[config.mk]
export PLATFORM = sky130hd
export DESIGN_NAME = rx_lane_scheduler
export DESIGN_NICKNAME = d
export VERILOG_FILES = /design/src/rtl/rx_lane_scheduler_pkg.sv /design/src/rtl/rx_lane_scheduler_rr_arbiter.sv /design/src/rtl/rx_lane_scheduler.sv
export SDC_FILE = /design/constraint.sdc
export NUM_CORES = 1
export LEC_CHECK = 0
export CORE_ASPECT_RATIO = 0.8
export CORE_MARGIN = 8
export CORE_UTILIZATION = 49
export CTS_CLUSTER_SIZE = 12
export DETAILED_ROUTE_END_ITERATION = 10
export GPL_TIMING_DRIVEN = 0
export PLACE_DENSITY = 0.89
export SLEW_MARGIN = 20
export SYNTH_ARGS = -nofsm -noshare
export SYNTH_HDL_FRONTEND = slang
export SYNTH_SLANG_ARGS = --single-unit
[constraint.sdc]
create_clock -name clk -period 7.8 [get_ports clk]
set_clock_uncertainty 0.05 [all_clocks]
set_input_delay 1.95 -clock clk [delete_from_list [all_inputs] [get_ports clk]]
set_output_delay 1.95 -clock clk [all_outputs]
set_load 0.05 [all_outputs]
[src/rtl/rx_lane_scheduler_pkg.sv]
// rx_lane_scheduler_pkg: shared receive-layer parameters, scheduler states and helpers
package rx_lane_scheduler_pkg;
  localparam int LANES_DEF = 8;
  localparam int BYTE_W = 8;
  localparam int BPW_DEF = 8;
  localparam int OUT_W_DEF = BYTE_W * BPW_DEF;
  typedef enum logic [1:0] {IDLE, PACK, OUT} state_t;
  function automatic logic [3:0] popcount(input logic [7:0] v);
    popcount = '0;
    for (int i = 0; i < 8; i++) popcount = popcount + 4'(v[i]);
  endfunction
endpackage

[src/rtl/rx_lane_scheduler_rr_arbiter.sv]
// rr_arbiter: combinational round-robin pick of the first request after ptr, with wrap-around
module rr_arbiter #(
  parameter int N = 8,
  parameter int IW = (N > 1) ? $clog2(N) : 1
) (
  input  logic [N-1:0]  req,
  input  logic [IW-1:0] ptr,
  output logic [N-1:0]  gnt,
  output logic [IW-1:0] idx,
  output logic          any_req
);
  always_comb begin
    idx = '0;
    any_req = |req;
    for (int k = N; k >= 1; k--)
      if (req[(int'(ptr) + k) % N]) idx = IW'((int'(ptr) + k) % N);
    gnt = any_req ? N'(1) << idx : '0;
  end
endmodule

[src/rtl/rx_lane_scheduler.sv]
// rx_lane_scheduler: frame-level round-robin merge of per-lane byte streams into 64-bit words
module rx_lane_scheduler
  import rx_lane_scheduler_pkg::*;
#(
  parameter int LANES = LANES_DEF,
  parameter int OUT_W = OUT_W_DEF,
  parameter int BPW = BPW_DEF,
  parameter int CNT_W = 32
) (
  input  logic             clk,
  input  logic             reset,
  input  logic [LANES-1:0] lane_en,
  input  logic             s_axis_input_tvalid [LANES],
  output logic             s_axis_input_tready [LANES],
  input  logic [7:0]       s_axis_input_tdata [LANES],
  input  logic             s_axis_input_tlast [LANES],
  input  logic             event_s_error [LANES],
  input  logic             event_s_right [LANES],
  output logic             m_axis_output_tvalid,
  input  logic             m_axis_output_tready,
  output logic [OUT_W-1:0] m_axis_output_tdata,
  output logic [BPW-1:0]   m_axis_output_tkeep,
  output logic             m_axis_output_tlast,
  output logic [2:0]       grant_lane,
  output logic [CNT_W-1:0] err_cnt,
  output logic [CNT_W-1:0] ok_cnt
);
  localparam int IW = (LANES > 1) ? $clog2(LANES) : 1;
  localparam int XW = (BPW > 1) ? $clog2(BPW) : 1;
  state_t state, state_nx;
  logic [IW-1:0] rr_ptr, gsel, arb_idx;
  logic [LANES-1:0] req, arb_gnt, gnt_oh;
  logic [XW-1:0] idx;
  logic any_req, byte_hs, cur_last, word_end;
  logic [7:0] ev_err, ev_ok;
  logic [CNT_W:0] err_sum, ok_sum;
  rr_arbiter #(.N(LANES)) u_arb (
    .req(req),
    .ptr(rr_ptr),
    .gnt(arb_gnt),
    .idx(arb_idx),
    .any_req(any_req)
  );
  always_comb begin
    req = '0;
    ev_err = '0;
    ev_ok = '0;
    for (int i = 0; i < LANES; i++) begin
      req[i] = s_axis_input_tvalid[i] & lane_en[i];
      ev_err[i] = event_s_error[i];
      ev_ok[i] = event_s_right[i];
      s_axis_input_tready[i] = (state == PACK) && gnt_oh[i];
    end
    byte_hs = (state == PACK) && s_axis_input_tvalid[gsel];
    cur_last = s_axis_input_tlast[gsel];
    word_end = byte_hs && (idx == XW'(BPW - 1) || cur_last);
    err_sum = {1'b0, err_cnt} + (CNT_W + 1)'(popcount(ev_err));
    ok_sum = {1'b0, ok_cnt} + (CNT_W + 1)'(popcount(ev_ok));
    state_nx = state == IDLE ? (any_req ? PACK : IDLE) :
               state == PACK ? (word_end ? OUT : PACK) :
               (m_axis_output_tready ? (m_axis_output_tlast ? IDLE : PACK) : OUT);
  end
  assign grant_lane = 3'(gsel);
  // The output register doubles as the packing register: tvalid is low while bytes accumulate.
  always_ff @(posedge clk) begin
    if (reset) begin
      state <= IDLE;
      rr_ptr <= IW'(LANES - 1);
      gsel <= '0;
      gnt_oh <= '0;
      idx <= '0;
      m_axis_output_tdata <= '0;
      m_axis_output_tkeep <= '0;
      m_axis_output_tlast <= 1'b0;
      m_axis_output_tvalid <= 1'b0;
      err_cnt <= '0;
      ok_cnt <= '0;
    end else begin
      state <= state_nx;
      err_cnt <= err_sum[CNT_W] ? '1 : err_sum[CNT_W-1:0];
      ok_cnt <= ok_sum[CNT_W] ? '1 : ok_sum[CNT_W-1:0];
      if (state == IDLE && any_req) begin
        gsel <= arb_idx;
        rr_ptr <= arb_idx;
        gnt_oh <= arb_gnt;
      end
      if (byte_hs) begin
        m_axis_output_tdata[int'(idx)*8 +: 8] <= s_axis_input_tdata[gsel];
        idx <= idx + 1'b1;
      end
      if (word_end) begin
        m_axis_output_tkeep <= {BPW{1'b1}} >> (BPW - 1 - int'(idx));
        m_axis_output_tlast <= cur_last;
        m_axis_output_tvalid <= 1'b1;
      end
      if (state == OUT && m_axis_output_tready) begin
        idx <= '0;
        m_axis_output_tdata <= '0;
        m_axis_output_tkeep <= '0;
        m_axis_output_tlast <= 1'b0;
        m_axis_output_tvalid <= 1'b0;
      end
    end
  end
endmodule

# Word-level counts from Yosys, hierarchy flattened
# Cells that the tools add are included.
# op_classes
n_addsub,27
n_lt_le_gt_ge,9
n_eq_ne,3
shift,4
n_mux,51
bitwise_logic,17
n_reduce_logical,24
# op_table
operator,n
$add A32 B4 Y33,2
$bwmux W64,1
$mux W32,2
$shift A8 B33 Y64 const A,1
$shiftx A8 B33 Y64,1
$lt A4 B5 Y1 const B,8
$neg A6 Y33,1
$add A4 B1 Y4,8
$shr A8 B32 Y8 const A,1
$bmux W1 S3,10
$bmux W8 S3,1
$mux W3,8
$mux W8,3
$reduce_or A3 Y1,8
$mux W1,22
$add A3 B3 Y3 const B,4
$logic_and A1 B1 Y1,12
$add A3 B1 Y3 const B,3
$add A3 B1 Y4,2
$and A1 B1 Y1,8
$and A1 B1 Y1 const A,8
$mux W2,4
$reduce_or A8 Y1,1
$shl A1 B3 Y8 const A,1
other kinds (12),15
# totals
regBits,157
in_bits,107
out_inout_bits,149
word_cells,146

# Longest topological paths before layout
# Gate-level depths: netlist of the first run.
# depth
ltp_word,16
mapped_depth,16
mapped_depth_nobuf,14

# By module
# A second synthesis of the first run with hierarchy kept.
# hier_totals
cells_unflattened,991
hier_area_um2,9041.2
# modules_own_cells
module,n_inst,cells_each,area_per_inst_um2,seq_area_each_um2
rx_lane_scheduler,1,876,7967.6,3123.0
rr_arbiter,1,115,1073.5,0.0

# Least setup slack after synthesis of the first run
# No wires, ideal clock.
# synth_timing
kind,input to register
from,in event_s_error[0] (netlist name)
to,reg err_cnt[24]
setup_ns,0.074
t_arrival_ns,5.764
t_required_ns,7.676
path_slack_ns,1.911
path_stages,15
path_buffers,3
path_cell_list,fa_1 -> inv_1 -> fa_1 -> fa_1 -> fa_1 -> inv_1 -> fa_1 -> a21o_1 -> a21oi_1 -> or4_1 -> buf_2 -> or3_4 -> buf_6 -> buf_6 -> a21oi_1
# synth_between
elab_chain_cells,3
# synth_rtl
item,line_no,rtl
"start, declared",rx_lane_scheduler.sv:17,"input logic event_s_error [LANES],"
$add A4 B1 Y4,rx_lane_scheduler_pkg.sv:10,for (int i = 0; i < 8; i++) popcount = popcount + 4'(v[i]);
$add A32 B4 Y33,rx_lane_scheduler.sv:57,"err_sum = {1'b0, err_cnt} + (CNT_W + 1)'(popcount(ev_err));"
$mux W32,rx_lane_scheduler.sv:80,err_cnt <= err_sum[CNT_W] ? '1 : err_sum[CNT_W-1:0];
"end signal, assigned",rx_lane_scheduler.sv:80,
"end, declared",rx_lane_scheduler.sv:25,"output logic [CNT_W-1:0] err_cnt,"
# No other way between the ends.
# A chain may end at the register's enable or synchronous reset.

# Final worst setup path of the first run
# layout_timing
from,in event_s_right[0] (netlist name)
to,reg ok_cnt[10]
# layout_between
elab_chain_cells,3
# layout_rtl
item,line_no,rtl
"start, declared",rx_lane_scheduler.sv:18,"input logic event_s_right [LANES],"
$add A4 B1 Y4,rx_lane_scheduler_pkg.sv:10,
$add A32 B4 Y33,rx_lane_scheduler.sv:58,"ok_sum = {1'b0, ok_cnt} + (CNT_W + 1)'(popcount(ev_ok));"
$mux W32,rx_lane_scheduler.sv:81,ok_cnt <= ok_sum[CNT_W] ? '1 : ok_sum[CNT_W-1:0];
"end signal, assigned",rx_lane_scheduler.sv:81,
"end, declared",rx_lane_scheduler.sv:26,output logic [CNT_W-1:0] ok_cnt
# No other way between the ends.

==> results of run 1 <==
## registers in the layout (all words and copies together) (netlist names)
name,flops
grant_lane,3
gnt_oh,8
err_cnt,32
m_axis_output_tdata,64
ok_cnt,32
idx,3
state,2
rr_ptr,3
m_axis_output_tkeep,8
m_axis_output_tlast,1
## placed cells by master, fill, tap and decap left out, types with 21 or more instances in the layout
master,count
sky130_fd_sc_hd__clkbuf_1,26
sky130_fd_sc_hd__mux4_2,24
sky130_fd_sc_hd__clkdlybuf4s50_1,255
sky130_fd_sc_hd__inv_1,36
sky130_fd_sc_hd__xor2_1,33
sky130_fd_sc_hd__dfxtp_1,156
sky130_fd_sc_hd__mux2i_1,69
sky130_fd_sc_hd__nand2_1,72
sky130_fd_sc_hd__nand3_1,29
sky130_fd_sc_hd__o21ai_0,27
sky130_fd_sc_hd__nor2_1,116
sky130_fd_sc_hd__ha_1,21
sky130_fd_sc_hd__a21oi_1,61
## power groups by stage
stage	clock, mW	sequential (mW)	combinational [mW]
6_report	0.814	0.928	1.48
3_5_place_dp	0	0.943	1.45
2_1_floorplan	0	1.08	0.883
4_1_cts	0.825	0.926	1.46
3_3_place_gp	0	0.940	1.42
5_1_grt	0.857	0.935	1.58
## worst max-delay path, stage by stage
cell                              delay [ns]
sky130_fd_sc_hd__clkdlybuf4s50_1        0.43
sky130_fd_sc_hd__fa_1                   0.54
sky130_fd_sc_hd__inv_1                  0.05
sky130_fd_sc_hd__fa_1                   0.49
sky130_fd_sc_hd__fa_1                   0.43
sky130_fd_sc_hd__fa_1                   0.42
sky130_fd_sc_hd__inv_1                  0.09
sky130_fd_sc_hd__fa_1                   0.20
sky130_fd_sc_hd__a21o_1                 0.12
sky130_fd_sc_hd__a21oi_1                0.16
sky130_fd_sc_hd__nor4_2                 0.66
sky130_fd_sc_hd__nand4_1                0.49
sky130_fd_sc_hd__clkbuf_1               0.35
sky130_fd_sc_hd__a21oi_1                0.23
## cell type report
type                            instances  share of cell area, %
Multi-Input combinational cell        677                   42.4
Clock inverter                         15                   1.27
Timing Repair Buffer                  255                   21.2
Tap cell                              225                   2.34
Sequential cell                       156                   26.0
Buffer                                 48                   1.98
Clock buffer                           17                   3.54
Inverter                               39                   1.26
## routing by layer
metal | vias to the layer above | global-route usage (%)
met5 | - | 0
met4 | 6 | 6.91
met3 | 48 | 7.97
met2 | 372 | 39.9
met1 | 3947 | 30.9
li1 | 3839 | -
## per-stage QoR
step	util [%]	power (mW)	cells	area, um^2
floorplan	-	1.97	920	8600
global placement	66.2	2.36	1400	11400
detailed placement	66.2	2.39	1400	11400
CTS	69.6	3.21	1432	12000
global route	69.6	3.37	1432	12000
finish	69.6	3.22	1432	12000
## Yosys cell counts (12+ instances only)
cell	instances	area, um^2
sky130_fd_sc_hd__dfxtp_1	156	3120
sky130_fd_sc_hd__nor2_1	116	435
sky130_fd_sc_hd__nand2_1	72	270
sky130_fd_sc_hd__mux2i_1	69	691
sky130_fd_sc_hd__a21oi_1	61	305
sky130_fd_sc_hd__inv_1	36	135
sky130_fd_sc_hd__xor2_1	33	289
sky130_fd_sc_hd__nand3_1	29	145
sky130_fd_sc_hd__o21ai_0	27	135
sky130_fd_sc_hd__clkbuf_1	26	97.6
sky130_fd_sc_hd__mux4_2	24	541
sky130_fd_sc_hd__ha_1	21	263
sky130_fd_sc_hd__a21oi_2	20	175
sky130_fd_sc_hd__and2_1	19	119
sky130_fd_sc_hd__nor3_1	18	90.1
sky130_fd_sc_hd__xnor2_1	16	140
sky130_fd_sc_hd__nand4_1	14	87.6
sky130_fd_sc_hd__a211oi_1	13	97.6
sky130_fd_sc_hd__buf_2	12	60.1
## worst min path at each step
stage	endpoint	from	cells after the start	slack, ns
global route	gnt_oh[1]	gnt_oh[1]	2	0.42
floorplan	gnt_oh[0]	gnt_oh[0]	2	0.37
finish	gnt_oh[1]	gnt_oh[1]	2	0.40
CTS	gnt_oh[1]	gnt_oh[1]	2	0.40
detailed placement	gnt_oh[1]	gnt_oh[1]	2	0.39
global placement	gnt_oh[4]	gnt_oh[4]	2	0.38
## cells by family after synthesis
kind of cell    after synthesis
simple gates                319
mux                         107
flops                       156
buf+inv                      87
fa+ha+maj                    31
xor+xnor                     49
compound gates              171
==> reports/qor.txt, run 1 <==
DR vias = 8212
Overflow left after global routing = 0
Total area of sequential cells = 3120 um^2
Netlist area before placement = 8600 um^2
Final hold slack = 0.397 ns
RSZ-0062 raised after global routing = no
Metal2 WL = 13.3 mm
Adder-Cell Fraction of Synth Area = 5.38%
Global-route wire length before repair = 43.2 mm
Filler Cells Inserted = 1293
Multiplexer share of the synthesized area = 18.1%
Max Buffers Root-to-Sink = 2
Clock transition at the registers of the reported paths = 0.07 ns
Worst path required time = 8.09 ns
Run status = completed
CTS tree = built
Mapped Nets = 1058
Top fanout value on the critical path = 10
Register bit count reported by yosys = 156
Uppermost layer routed = met5
CTS H-tree lvls = 4
Layout net count = 1332
Sw frac = 40.5%
Simple-gate portion of the synthesized area = 17.8%
IO buf count = 255
GRT Util Overall = 24.6%
Share of the cycle needed by the critical path after routing = 81.0%
Final setup violation count = 0
Critical path endpoint category = register
Layout area overhead = 39.7%
Hold-fix buffers at CTS = 0
Overall die width = 164 um
Most common flop cell mapped by yosys = sky130_fd_sc_hd__dfxtp_1
Met3 Wirelength = 2.69 mm
Pre-antenna DRT Iters = 7
Combinational cell fraction of total power = 45.9%
Part of the power in registers = 28.8%
Capturing instance or port of the critical path = ok_cnt[10]
Instance count of the mapped netlist = 920
Total negative slack = 0 ns
Worst-margin pin slew = 0.900 ns
Period minus WS final = 6.32 ns
Compound-gate portion of the synthesized area = 12.9%
Crit path kind = primary input to register
Final RePlAce weighted congestion = 0.975
Via count of the first global-routing pass = 7963
Inserted Clock Buffers = 17
Pin count of the biggest net entering global routing = 17
Wirelength per Cell = 19.7 um
Timing startpoint of the critical path = event_s_right[0]
Share of async-settable or async-resettable flops after synthesis = 0%
# Max-Cap Violations = 0
Std-Cell Rows = 43
CTS Sinks = 156
Final hold violation count = 0
Number of synthesized flops with an enable pin = 0
Average size of a mapped cell = 9.35 um^2
Antenna diode count = 0
Remaining antenna violation count after routing = 0
Die extent in y = 135 um
Starting density of the core = 49.8%
Highest clock rate = 158 MHz
Post-synthesis share of cell area spent on xor and xnor gates = 4.99%
Distinct cell type count after synthesis = 68
DR iter-0 viols = 699
Number of warnings printed during yosys synthesis = 0
DP Wirelength = 21.8 mm
Area of the placeable core = 17300 um^2
Headroom to the max-slew limit = 39.9%
PostCTS Resize Cnt = 0
Worst flop-to-flop path startpoint = ok_cnt[0]
Multi-input gate area = 5090 um^2
Die Area = 22100 um^2
Number of antenna violations at the first check in global routing = 3
Power Density = 268 nW/um^2
Clk network pwr share = 25.3%
Via density per instance = 5.73
Hold crit path type = register to register
Drt total wl = 28.2 mm
Total internal power = 1.91 mW
Clock root buffer master = sky130_fd_sc_hd__clkbuf_16
Sort of element at the start of the critical path = primary input
Setup ws final = 1.48 ns
Worst Path Arrival = 6.61 ns
Worst flop-to-flop path endpoint = ok_cnt[10]
Leakage Power = 4.59 nW
Setup slack at placement = 1.04 ns
# DRC = 0
Setup Fix Bufs, Post-CTS = 0
Fraction of layout cells with a size suffix above 1 = 9.20%
Routed metal-1 wirelength = 11.6 mm
NetSw = 1.30 mW
Part of the Yosys area used for sequential elements = 36.3%
Register-to-register setup slack = 3.62 ns
Pins Over Slew Limit = 0
I/O pin cnt = 256
Worst-skew pair later-pin latency = 0.42 ns
Peak supply drop = 0.158 mV
Cells on worst reg2reg path = 12
Dominant combinational cell family by area after synthesis = multiplexers
(Power assumes the default switching activity.)
==> inputs of run 2 (changes only) <==
- CORE_UTILIZATION: 49 -> 43
- PLACE_DENSITY: 0.89 -> 0.83
- clock period: 7.8 -> 5.2 ns (I/O delays scaled with it)
==> run 2 against run 1 <==
Non-clock buffer count up 14. Worst hold slack better by 0.0038 ns. Die area increased by 12%.
==> reports/qor.txt, run 2 (synthesis gave the netlist of run 1 again) <==
Worst path required time = 5.50 ns (-2.59 ns)
Total area of sequential cells = 3120 um^2 (unchanged)
Antenna diode count = 0 (unchanged)
Final std cell area, no fill = 12300 um^2 (+2.7%)
Cells on worst reg2reg path = 14 (+2)
Filler Cells Inserted = 1622 (+25%)
Post-placement cell area = 11500 um^2 (+0.46%)
DR vias = 8264 (+0.63%)
Number of cells on the worst hold path = 2 (unchanged)
Capture endpoint of the worst hold path = gnt_oh[5]
Clock transition at the registers of the reported paths = 0.07 ns (about the same)
Via density per instance = 5.56 (-3.0%)
Remaining antenna violation count after routing = 0 (unchanged)
Top fanout value on the critical path = 6 (-4)
Drt total wl = 28.6 mm (+1.3%)
Top register by number of flip-flops = m_axis_output_tdata
Worst-skew pair later-pin latency = 0.42 ns (about the same)
Flip-flop count of the largest register after layout = 64 (unchanged)
Period minus WS final = 5.14 ns
I/O pin cnt = 256 (unchanged)
Hold crit path type = register to register
Sort of element at the start of the critical path = primary input
Worst Path Arrival = 5.44 ns (-1.17 ns)
Worst flop-to-flop path startpoint = err_cnt[0]
Most used cells in the layout excluding fill and tap cells = sky130_fd_sc_hd__clkdlybuf4s50_1 (252), sky130_fd_sc_hd__dfxtp_1 (156), sky130_fd_sc_hd__nor2_1 (116), sky130_fd_sc_hd__nand2_1 (72), sky130_fd_sc_hd__mux2i_1 (69)
Headroom to the max-slew limit = 41.5% (+1.6 points)
Final hold slack = 0.400 ns (+0.00382 ns)
Highest clock rate = 195 MHz
DP Wirelength = 21.5 mm (-1.1%)
Power Density = 402 nW/um^2 (+50%)
Global-route wire length before repair = 44.2 mm (+2.2%)
Pin count of the biggest net entering global routing = 17 (unchanged)
Die Area = 24800 um^2 (+12%)
Inserted Clock Buffers = 17 (unchanged)
Starting density of the core = 43.6% (-6.2 points)
Number of buffers and inverters on the critical path = 3 (-1)
CP cell instances = clkdlybuf4s50_1 > fa_1 > inv_1 > fa_1 > fa_1 > fa_2 > inv_1 > fa_2 > a21o_1 > a21oi_4 > nor4_4 > nand4_1 > and4_1 > nor3_1
Final hold violation count = 0 (unchanged)
Peak supply drop = 0.309 mV (+96%)
Max Buffers Root-to-Sink = 2 (unchanged)
Layout net count = 1346 (+1.1%)
DR iter-0 viols = 618 (-12%)
Critical path endpoint category = register
Layout area overhead = 43.4%
Leakage Power = 4.75 nW (+3.5%)
Die extent in y = 142 um (+5.9%)
# Max-Cap Violations = 0 (unchanged)
# DRC = 0 (unchanged)
Final RePlAce weighted congestion = 0.980 (+0.48%)
Top Registers = m_axis_output_tdata x64, err_cnt x32, ok_cnt x32
Register-to-register setup slack = 1.35 ns (-2.27 ns)
Cell family with most CP delay = adder cells
Crit path kind = primary input to register
Worst-margin pin slew = 0.878 ns (-0.0221 ns)
Crit-path slowest cell = sky130_fd_sc_hd__fa_1
CTS tree = built
Most frequent CP cell = sky130_fd_sc_hd__fa_1
Std-Cell Rows = 46 (+7.0%)
Worst flop-to-flop path endpoint = err_cnt[16]
Area of the placeable core = 19700 um^2 (+14%)
Number of antenna violations at the first check in global routing = 0 (-3)
GRT Util Overall = 22.2% (-2.4 points)
Wirelength per Cell = 19.2 um (-2.3%)
Final setup violation count = 0 (unchanged)
Run status = completed
CTS H-tree lvls = 4 (unchanged)
Fraction of layout cells with a size suffix above 1 = 11.3% (+2.1 points)
Utilization after layout = 62.5% (-7.1 points)
Via count of the first global-routing pass = 8234 (+3.4%)
Source of the worst hold timing path = gnt_oh[5]
CP max stage delay = 0.55 ns (-0.11 ns)
Share of the cycle needed by the critical path after routing = 98.8%
Pins Over Slew Limit = 0 (unchanged)
Overflow left after global routing = 0 (unchanged)
Multi-input gate area = 5160 um^2 (+1.3%)
CTS Sinks = 156 (unchanged)
Pre-antenna DRT Iters = 7 (unchanged)
Most common cell after layout, fill and taps aside = sky130_fd_sc_hd__clkdlybuf4s50_1
IO buf count = 255 (unchanged)
Overall die width = 174 um (+6.1%)
Clock root buffer master = sky130_fd_sc_hd__clkbuf_16
run 2: per-stage QoR:
step,setup WS (ns),total power [mW],instances,setup TNS [ns]
floorplan,0.00167,2.95,920,0
global placement,-0.814,3.53,1439,-38.62
detailed placement,-0.928,3.59,1439,-44.95
CTS,0.0370,4.91,1480,0
global route,-0.0705,5.20,1485,-0.369
finish,0.0616,4.96,1485,0
run 2: where the power goes:
| part | internal, mW | switching, mW | leakage [nW] | total (mW) |
|---|---|---|---|---|
| registers | 1.31 | 0.0885 | 1.26 | 1.39 |
| clock network | 0.740 | 0.548 | 0.301 | 1.29 |
| logic | 0.920 | 1.36 | 3.19 | 2.28 |
run 2: worst min-delay path, stage by stage, from the launching register on:
cell and delay (ns):
sky130_fd_sc_hd__dfxtp_1 0.33, sky130_fd_sc_hd__nand2_1 0.05, sky130_fd_sc_hd__o31ai_1 0.05
run 2: how the worst max path moves through the flow:
stage,from,endpoint,cells after the start
after CTS,event_s_error[3],err_cnt[16],16
after global routing,event_s_right[0],ok_cnt[25],14
after floorplan,event_s_error[0],err_cnt[24],15
after global placement,event_s_right[0],ok_cnt[13],14
after detailed placement,event_s_right[0],ok_cnt[6],14
final,event_s_right[0],ok_cnt[25],14
run 2: what timing repair did:
action / 4_1_cts / 5_1_grt
gates resized for setup: 19 / 10
setup endpoints to repair: 58 / 34
gates cloned: 2 / 0
hold buffers: 0 / 0
pin swaps: 11 / 8
setup buffers: 7 / 5
run 2: area by class of cell:
type / instances / share of cell area [%]
Inverter: 39 / 1.23
Tap cell: 264 / 2.68
Clock inverter: 14 / 1.38
Multi-Input combinational cell: 677 / 41.8
Clock buffer: 18 / 3.56
Buffer: 48 / 2.10
Sequential cell: 156 / 25.3
Timing Repair Buffer: 269 / 21.9
run 2: routing by layer:
metal  track usage [%]  up-vias  wire [um]
met3              6.66       64       2260
met1              27.1     3947      11900
li1                  -     3876          -
met2              36.6      377      13500
met5                 0        -          0
met4              8.31        0        846
==> inputs of run 3 (changes only) <==
- ABC_AREA: not set -> 0
==> results of run 3 <==
The final DEF is identical to that of run 2; final timing and power are the same.
